File: config.mk
export PLATFORM = sky130hd
export DESIGN_NAME = aer_spike_encoder
export DESIGN_NICKNAME = d
export VERILOG_FILES = /design/src/rtl/aer_spike_encoder.sv
export SDC_FILE = /design/constraint.sdc
export NUM_CORES = 1
export LEC_CHECK = 0
export BUFFER_PORTS_ARGS = -buffer_cell sky130_fd_sc_hd__buf_2
export CAP_MARGIN = 15
export CORE_MARGIN = 8
export CORE_UTILIZATION = 35
export CTS_BUF_LIST = sky130_fd_sc_hd__clkbuf_4 sky130_fd_sc_hd__clkbuf_8
export DETAILED_ROUTE_END_ITERATION = 6
export PLACE_DENSITY = 0.5
export SYNTH_ARGS = -nofsm -noshare
export SYNTH_HDL_FRONTEND = slang
export SYNTH_SLANG_ARGS = --single-unit
export TNS_END_PERCENT = 10
File: constraint.sdc
create_clock -name clk -period 6.4 [get_ports clk]
set_input_delay 1.28 -clock clk [delete_from_list [all_inputs] [get_ports clk]]
set_output_delay 1.28 -clock clk [all_outputs]
set_load 0.005 [all_outputs]
File: src/rtl/aer_spike_encoder.sv
// AER spike encoder: priority-serialises an 8-bit spike vector into a FIFO of address events.
// Define AER_TIMESTAMP_EN to attach a free-running TS_W-bit timestamp to each event.
module aer_spike_encoder #(
  parameter int DEPTH = 8,
  parameter int TS_W  = 8
) (
  input  logic            clk,
  input  logic            rst_n,
  input  logic [7:0]      spike_in,
  input  logic            spike_valid,
  output logic [2:0]      aer_addr,
  output logic [TS_W-1:0] aer_ts,
  output logic            aer_valid,
  input  logic            aer_ready,
  output logic [7:0]      drop_cnt,
  output logic            ovf,
  input  logic            clr_ovf
);

  localparam int AW = $clog2(DEPTH);
  localparam int CW = AW + 1;
`ifdef AER_TIMESTAMP_EN
  localparam int EW = 3 + TS_W;
`else
  localparam int EW = 3;
`endif

  logic [7:0]    r_pend;
  logic [EW-1:0] r_mem [DEPTH];
  logic [AW-1:0] r_wp;
  logic [AW-1:0] r_rp;
  logic [CW-1:0] r_cnt;
  logic [7:0]    r_drop;
  logic          r_ovf;

  logic [2:0]    w_sel;
  logic          w_full;
  logic          w_push;
  logic          w_pop;
  logic [7:0]    w_clr;
  logic [7:0]    w_lost;
  logic [3:0]    w_nlost;
  logic [8:0]    w_dsum;
  logic [EW-1:0] w_entry;
  logic [EW-1:0] w_head;

  // Descending scan so the lowest set index wins.
  always_comb begin
    w_sel = '0;
    for (int i = 7; i >= 0; i--) begin
      if (r_pend[i]) w_sel = 3'(i);
    end
  end

  assign w_full = (r_cnt == CW'(DEPTH));
  assign w_push = (|r_pend) && !w_full;
  assign w_pop  = (r_cnt != '0) && aer_ready;
  assign w_clr  = w_push ? (8'd1 << w_sel) : 8'd0;

  // A new spike on a still-pending, unserviced bit is lost.
  assign w_lost = spike_valid ? (spike_in & r_pend & ~w_clr) : 8'd0;

  always_comb begin
    w_nlost = '0;
    for (int i = 0; i < 8; i++) begin
      w_nlost = w_nlost + 4'(w_lost[i]);
    end
  end

  assign w_dsum = {1'b0, r_drop} + 9'(w_nlost);

`ifdef AER_TIMESTAMP_EN
  logic [TS_W-1:0] r_ts;

  always_ff @(posedge clk or negedge rst_n) begin
    if (!rst_n) r_ts <= '0;
    else        r_ts <= r_ts + TS_W'(1);
  end

  assign w_entry = {w_sel, r_ts};
  assign aer_ts  = w_head[TS_W-1:0];
`else
  assign w_entry = w_sel;
  assign aer_ts  = '0;
`endif

  always_ff @(posedge clk or negedge rst_n) begin
    if (!rst_n) begin
      r_pend <= '0;
    end else if (spike_valid) begin
      r_pend <= (r_pend & ~w_clr) | spike_in;
    end else begin
      r_pend <= r_pend & ~w_clr;
    end
  end

  always_ff @(posedge clk or negedge rst_n) begin
    if (!rst_n) begin
      for (int i = 0; i < DEPTH; i++) r_mem[i] <= '0;
      r_wp  <= '0;
      r_rp  <= '0;
      r_cnt <= '0;
    end else begin
      if (w_push) begin
        r_mem[r_wp] <= w_entry;
        r_wp        <= r_wp + AW'(1);
      end
      if (w_pop) r_rp <= r_rp + AW'(1);
      r_cnt <= r_cnt + CW'(w_push) - CW'(w_pop);
    end
  end

  // Clear wins over any drop counted in the same cycle.
  always_ff @(posedge clk or negedge rst_n) begin
    if (!rst_n) begin
      r_drop <= '0;
      r_ovf  <= 1'b0;
    end else if (clr_ovf) begin
      r_drop <= '0;
      r_ovf  <= 1'b0;
    end else if (w_nlost != '0) begin
      r_drop <= w_dsum[8] ? 8'hFF : w_dsum[7:0];
      r_ovf  <= 1'b1;
    end
  end

  assign w_head    = r_mem[r_rp];
  assign aer_addr  = w_head[EW-1 -: 3];
  assign aer_valid = (r_cnt != '0);
  assign drop_cnt  = r_drop;
  assign ovf       = r_ovf;

endmodule

# Word level (Yosys, flattened, before mapping)
# Cells that the tools add are included.
[word_totals]
reg_bits = 51
latch_bits = 0
ram_bits = 0
rom_bits = 0
inputBits = 13
out_inout_bits = 21
memories = 0
[op_classes]
add_sub_neg = 12
n_mul = 0
n_div = 0
order_cmp = 3
eq_ne = 1
shift = 1
muxes = 22
n_bitwise = 7
reduce_logical = 8
[op_table]
columns = ["operator", "n"]
rows = [
  ["8-bit two-way mux", 6],
  ["3-bit two-way mux", 11],
  ["8-bit bitwise AND", 3],
  ["24-bit bitwise mux", 1],
  ["4-bit by 1-bit adder with 4-bit output", 5],
  ["8-bit by 4-bit adder with 9-bit output", 1],
  ["3-bit binary-select mux with 3-bit select", 1],
  ["3-bit demux with 3-bit select", 1],
  ["4-bit greater-or-equal comparator, second input constant", 2],
  ["3-bit inverter with 4-bit output", 2],
  ["8-bit inverter", 1],
  ["8-bit bitwise OR", 1],
  ["4-bit nonzero test", 2],
  ["8-bit OR reduction", 1],
  ["1-bit by 3-bit left shift with 8-bit output, first input constant", 1],
  ["3-bit by 1-bit adder with 3-bit output, second input constant", 2],
  ["3-bit by 1-bit adder with 4-bit output", 1],
  ["4-bit == test, second input constant", 1],
  ["4-bit by 1-bit < comparator with 1-bit output, second input constant", 1],
  ["4-bit by 1-bit subtractor with 4-bit output", 1],
  ["2-bit by 1-bit adder with 3-bit output", 1],
  ["1-bit logical AND", 3],
  ["1-bit by 1-bit adder with 2-bit output", 1],
  ["1-bit two-way mux", 2],
  ["2 further kinds", 2],
]

# Logic depth before layout (Yosys ltp)
[logic_depth]
depth_word = 24
depth_mapped = 21

# Worst setup path after synthesis
# OpenSTA, ideal clock, no wires.
[synth_timing]
path_kind = "input to register"
startpoint = "in spike_valid"
endpoint = "reg r_drop[5] (netlist: drop_cnt[5])"
t_arrival_ps = 5380
t_required_ps = 6314
setup_slack_ps = 934
path_stages = 16
n_path_buf = 1
path_cell_list = "clkbuf_1 > nand2_1 > or2_2 > fa_1 > fa_1 > fa_1 > inv_1 > ha_1 > inv_1 > fa_1 > fa_1 > nor2b_1 > o31a_1 > nand2_1 > and4_1 > nor3_1"
[synth_via]
elab_chain_len = 12
elab_cells_between_ends = 14
classes_between = "add/sub (8); mux (4); reduce/logical (2)"
[synth_rtl]
columns = ["item", "line", "rtl"]
rows = [
  ["start: declaration", "10", "input logic spike_valid,"],
  ["8-bit two-way mux *", "61", "assign w_lost = spike_valid ? (spike_in & r_pend & ~w_clr) : 8'd0;"],
  ["1-bit by 1-bit adder with 2-bit output", "66", "w_nlost = w_nlost + 4'(w_lost[i]);"],
  ["2-bit by 1-bit adder with 3-bit output", "66", ""],
  ["3-bit by 1-bit adder with 4-bit output", "66", ""],
  ["4-bit by 1-bit adder with 4-bit output (3 in series)", "66", ""],
  ["4-bit by 1-bit adder with 4-bit output *", "66", ""],
  ["8-bit by 4-bit adder with 9-bit output", "70", "assign w_dsum = {1'b0, r_drop} + 9'(w_nlost);"],
  ["8-bit two-way mux", "122", "r_drop <= w_dsum[8] ? 8'hFF : w_dsum[7:0];"],
  ["8-bit two-way mux", "121", "end else if (w_nlost != '0) begin"],
  ["8-bit two-way mux", "118", "end else if (clr_ovf) begin"],
  ["end signal: assignment", "122", ""],
  ["end: declaration", "33", "logic [7:0] r_drop;"],
]
# Every way passes the cells marked *; elsewhere a longest branch is shown, timed or not. The select of a mux whose other input is x is not followed.
# A chain may end at the register's enable or synchronous reset.

# Worst setup path in the final report
[layout_timing]
startpoint = "in spike_valid"
endpoint = "reg r_drop[1] (netlist: drop_cnt[1])"
# Same word-level chain as after synthesis.

==> results.md <==
* Crit Path Class: in2reg
* Seq/Total Area, Yosys at a little over two fifths
* Clock Root Buffer: clkbuf_8
* Antenna-violating nets left at 0
* Clk pin slew, worst setup/hold paths at approximately 0.1 ns
* Worst slew pin tran at approximately 0.66 ns
* Area growth syn-to-layout at 10.3%
* Fmax at about 0.19 GHz
* CP Launch Type: input port
* Cell mode on critical path: fa_1
* Global route total overflow at 0
* Row count at 33
* Async SR Flop Fraction at 100%
* Worst min path class: reg2reg
* Ys Warns at 0
* TritonRoute pass-1 iters at 4
* CP Data Required Time at 6.64 ns
* CTS Buf Count at 5
* Max Cap Violations at 0
* Setup crit end kind: flop
* Port-buffer cells at 25
* # clock sinks at 51
* Fin Clk Skew at 0.0139 ns
* Leakage at about 0.0015 uW
* Metal2 WL at 2740 um
* NumNets Final at 322
* Post-Synthesis Cells at between 200 and 300
* M1 wire length at between 3000 and 4000 um
* Core Area at 0.00826 mm2
* Vias in the first global route at 2084
* Final setup TNS at 0 ns
* Main synth FF type: dfrtp_1
* Library cells used by synthesis at 49
* Die area at around 0.012 mm2
* Top Ports at 34
* RSZ-0062 raised after global routing: false
* CTS H-tree depth at 2
* Slew HR at a little under three fifths
* Global-route wire length before repair at about 10000 um
* Fillers at between 800 and 900
* Met3 WL at between 150 and 200 um
* Die extent in x at ~110 um
* Post-Syn Area per Cell at roughly 11 um2
* Vias per cell at a little over 5
* Final period util at ~84%
* GP Congestion at 0.759
* Worst Path Arrival at roughly 5.6 ns
* Gr usage total at ~11%
* WL/cell at around 15 um
* Max Root-Sink Buffers at 2
* Vias at 1983
* Crit path cell chain: buf_2, nand2_1, or2_2, fa_1, fa_1, fa_1, inv_1, ha_1, inv_1, fa_1, and2b_1, nor2_1, ha_1, nor2b_1, o31a_1, nand2_1, a31o_2, a21oi_1
* # setup viols final at 0
* P per Cell Area at about 420 mW/mm2
* Worst-Skew Late Latency at around 0.31 ns
* Largest net degree at the start of global routing at 52
* Post-cts gate resize count at 0
* Yosys reg bits at between 50 and 60
* Post-synthesis cell area at 0.00298 mm2
* Share of cells above drive strength 1 at between 20% and 30%
* CP max stage cell: fa_1
* Worst vdd ir at ~0.00015 V
* Top Metal Used: met4
* HPWL Detailed at approximately 4400 um
* DRT iter0 DRCs at 92
* TritonCTS clock tree: yes
* Drt drc at 0
* CP max stage delay at roughly 0.52 ns
* CP max FO at 12
* EDFF count, synth at 0
* Final Hold Viols at 0
* # Post-CTS Setup Buffers at 0
* Post-CTS Hold Buffers at 0
* Final setup margin at 1.03 ns
* Commonest non-fill, non-tap cell in the layout: dfrtp_1
* Vert. Die Dim at roughly 110 um
* Run status: finished clean
* Slew Viols, Final at 0
* Diode count at 0
* Detailed Route WL at between 6000 and 7000 um
* Initial core utilization at approximately 36%
* Initial antenna violation count at 0
* Commonest non-fill, non-tap cells in the layout: 51 x dfrtp_1, 25 x buf_2, 23 x mux2_2
* Min Tclk post-route at between 5 and 6 ns
* DP Worst Slack at ~0.7 ns
[power breakdown]
part | total, uW | internal [uW] | switching (uW)
Combinational | 594 | 329 | 265
Sequential | 579 | 451 | 127
Clock | 192 | 78.4 | 114
[registers in the layout, summed over array words and instances (netlist names)]
name / cells
drop_cnt: 8
r_pend: 8
r_mem: 24
r_wp: 3
r_cnt: 4
r_rp: 3
ovf: 1
[critical path, delay by kind of cell]
kind                       cells  cell delay [ns]
adders and majority gates      6             2.36
and+or+nand+nor                6             1.04
AOI/OAI and AO/OA              3             0.63
buffers and inverters          3             0.31
[per-layer routing]
metal / global-route usage, % / up-vias
met4: 4.11 / 0
met5: 0 / -
met1: 14.8 / 976
met2: 17.6 / 28
met3: 2.50 / 9
li1: - / 970
[final timing paths]
check	from	end	slack, ns	cells past startpoint
max	spike_valid	drop_cnt[1]	1.03	18
min	ovf	ovf	0.49	1
max reg2reg	r_cnt[2]	drop_cnt[1]	1.22	21
min reg2reg	ovf	ovf	0.49	1
max in group asynchronous	rst_n	r_cnt[2]	4.88	2
min in group asynchronous	rst_n	r_mem[6]	1.06	2
[logic make-up (layout without fill, tap and decap cells)]
logic type / Yosys count / in the layout / synth area share, %
other: 1 / 8 / 0.126
AOI/OAI and AO/OA: 39 / 39 / 9.56
buffers and inverters: 37 / 57 / 5.75
muxes: 35 / 35 / 15.5
and+or+nand+nor: 71 / 71 / 13.9
DFF: 51 / 51 / 42.8
xor gates and xnor gates: 7 / 7 / 2.06
adders and majority gates: 21 / 21 / 10.3
[through the flow]
| stage | instance area [um2] | power, uW | std cells | util [%] | hold slack (ns) |
|---|---|---|---|---|---|
| 6_report | 3290 | 1370 | 394 | 39.8 | 0.493 |
| 5_1_grt | 3290 | 1500 | 394 | 39.8 | 0.514 |
| 4_1_cts | 3290 | 1390 | 394 | 39.8 | 0.496 |
| 3_5_place_dp | 3200 | 1190 | 386 | 38.7 | 0.472 |
| 3_3_place_gp | 3200 | 1180 | 386 | 38.7 | 0.462 |
| 2_1_floorplan | 3010 | 1020 | 269 | - | 0.452 |
[cell type report]
class	count	area, um2	area share [%]
inverters	21	78.8	2.40
flip-flops and latches	51	1280	38.8
clock buffers	5	68.8	2.09
multi-input cells	181	1560	47.5
repair buffers	28	148	4.49
clock inverters	3	25.0	0.761
well taps	105	131	3.99
[synth_stat cells (all sizes together) (6+ instances only)]
| master | count | share of area, % |
|---|---|---|
| nand4 | 6 | 1.3 |
| a22o | 6 | 1.8 |
| mux2 | 29 | 11 |
| fa | 6 | 4.0 |
| nand2 | 21 | 2.6 |
| ha | 15 | 6.3 |
| nor2 | 9 | 1.1 |
| dfrtp | 51 | 43 |
| mux4 | 6 | 4.5 |
| a21oi | 11 | 2.2 |
| inv | 21 | 2.6 |
| buf | 11 | 2.5 |
No activity file was read; power rests on OpenSTA's default activity.
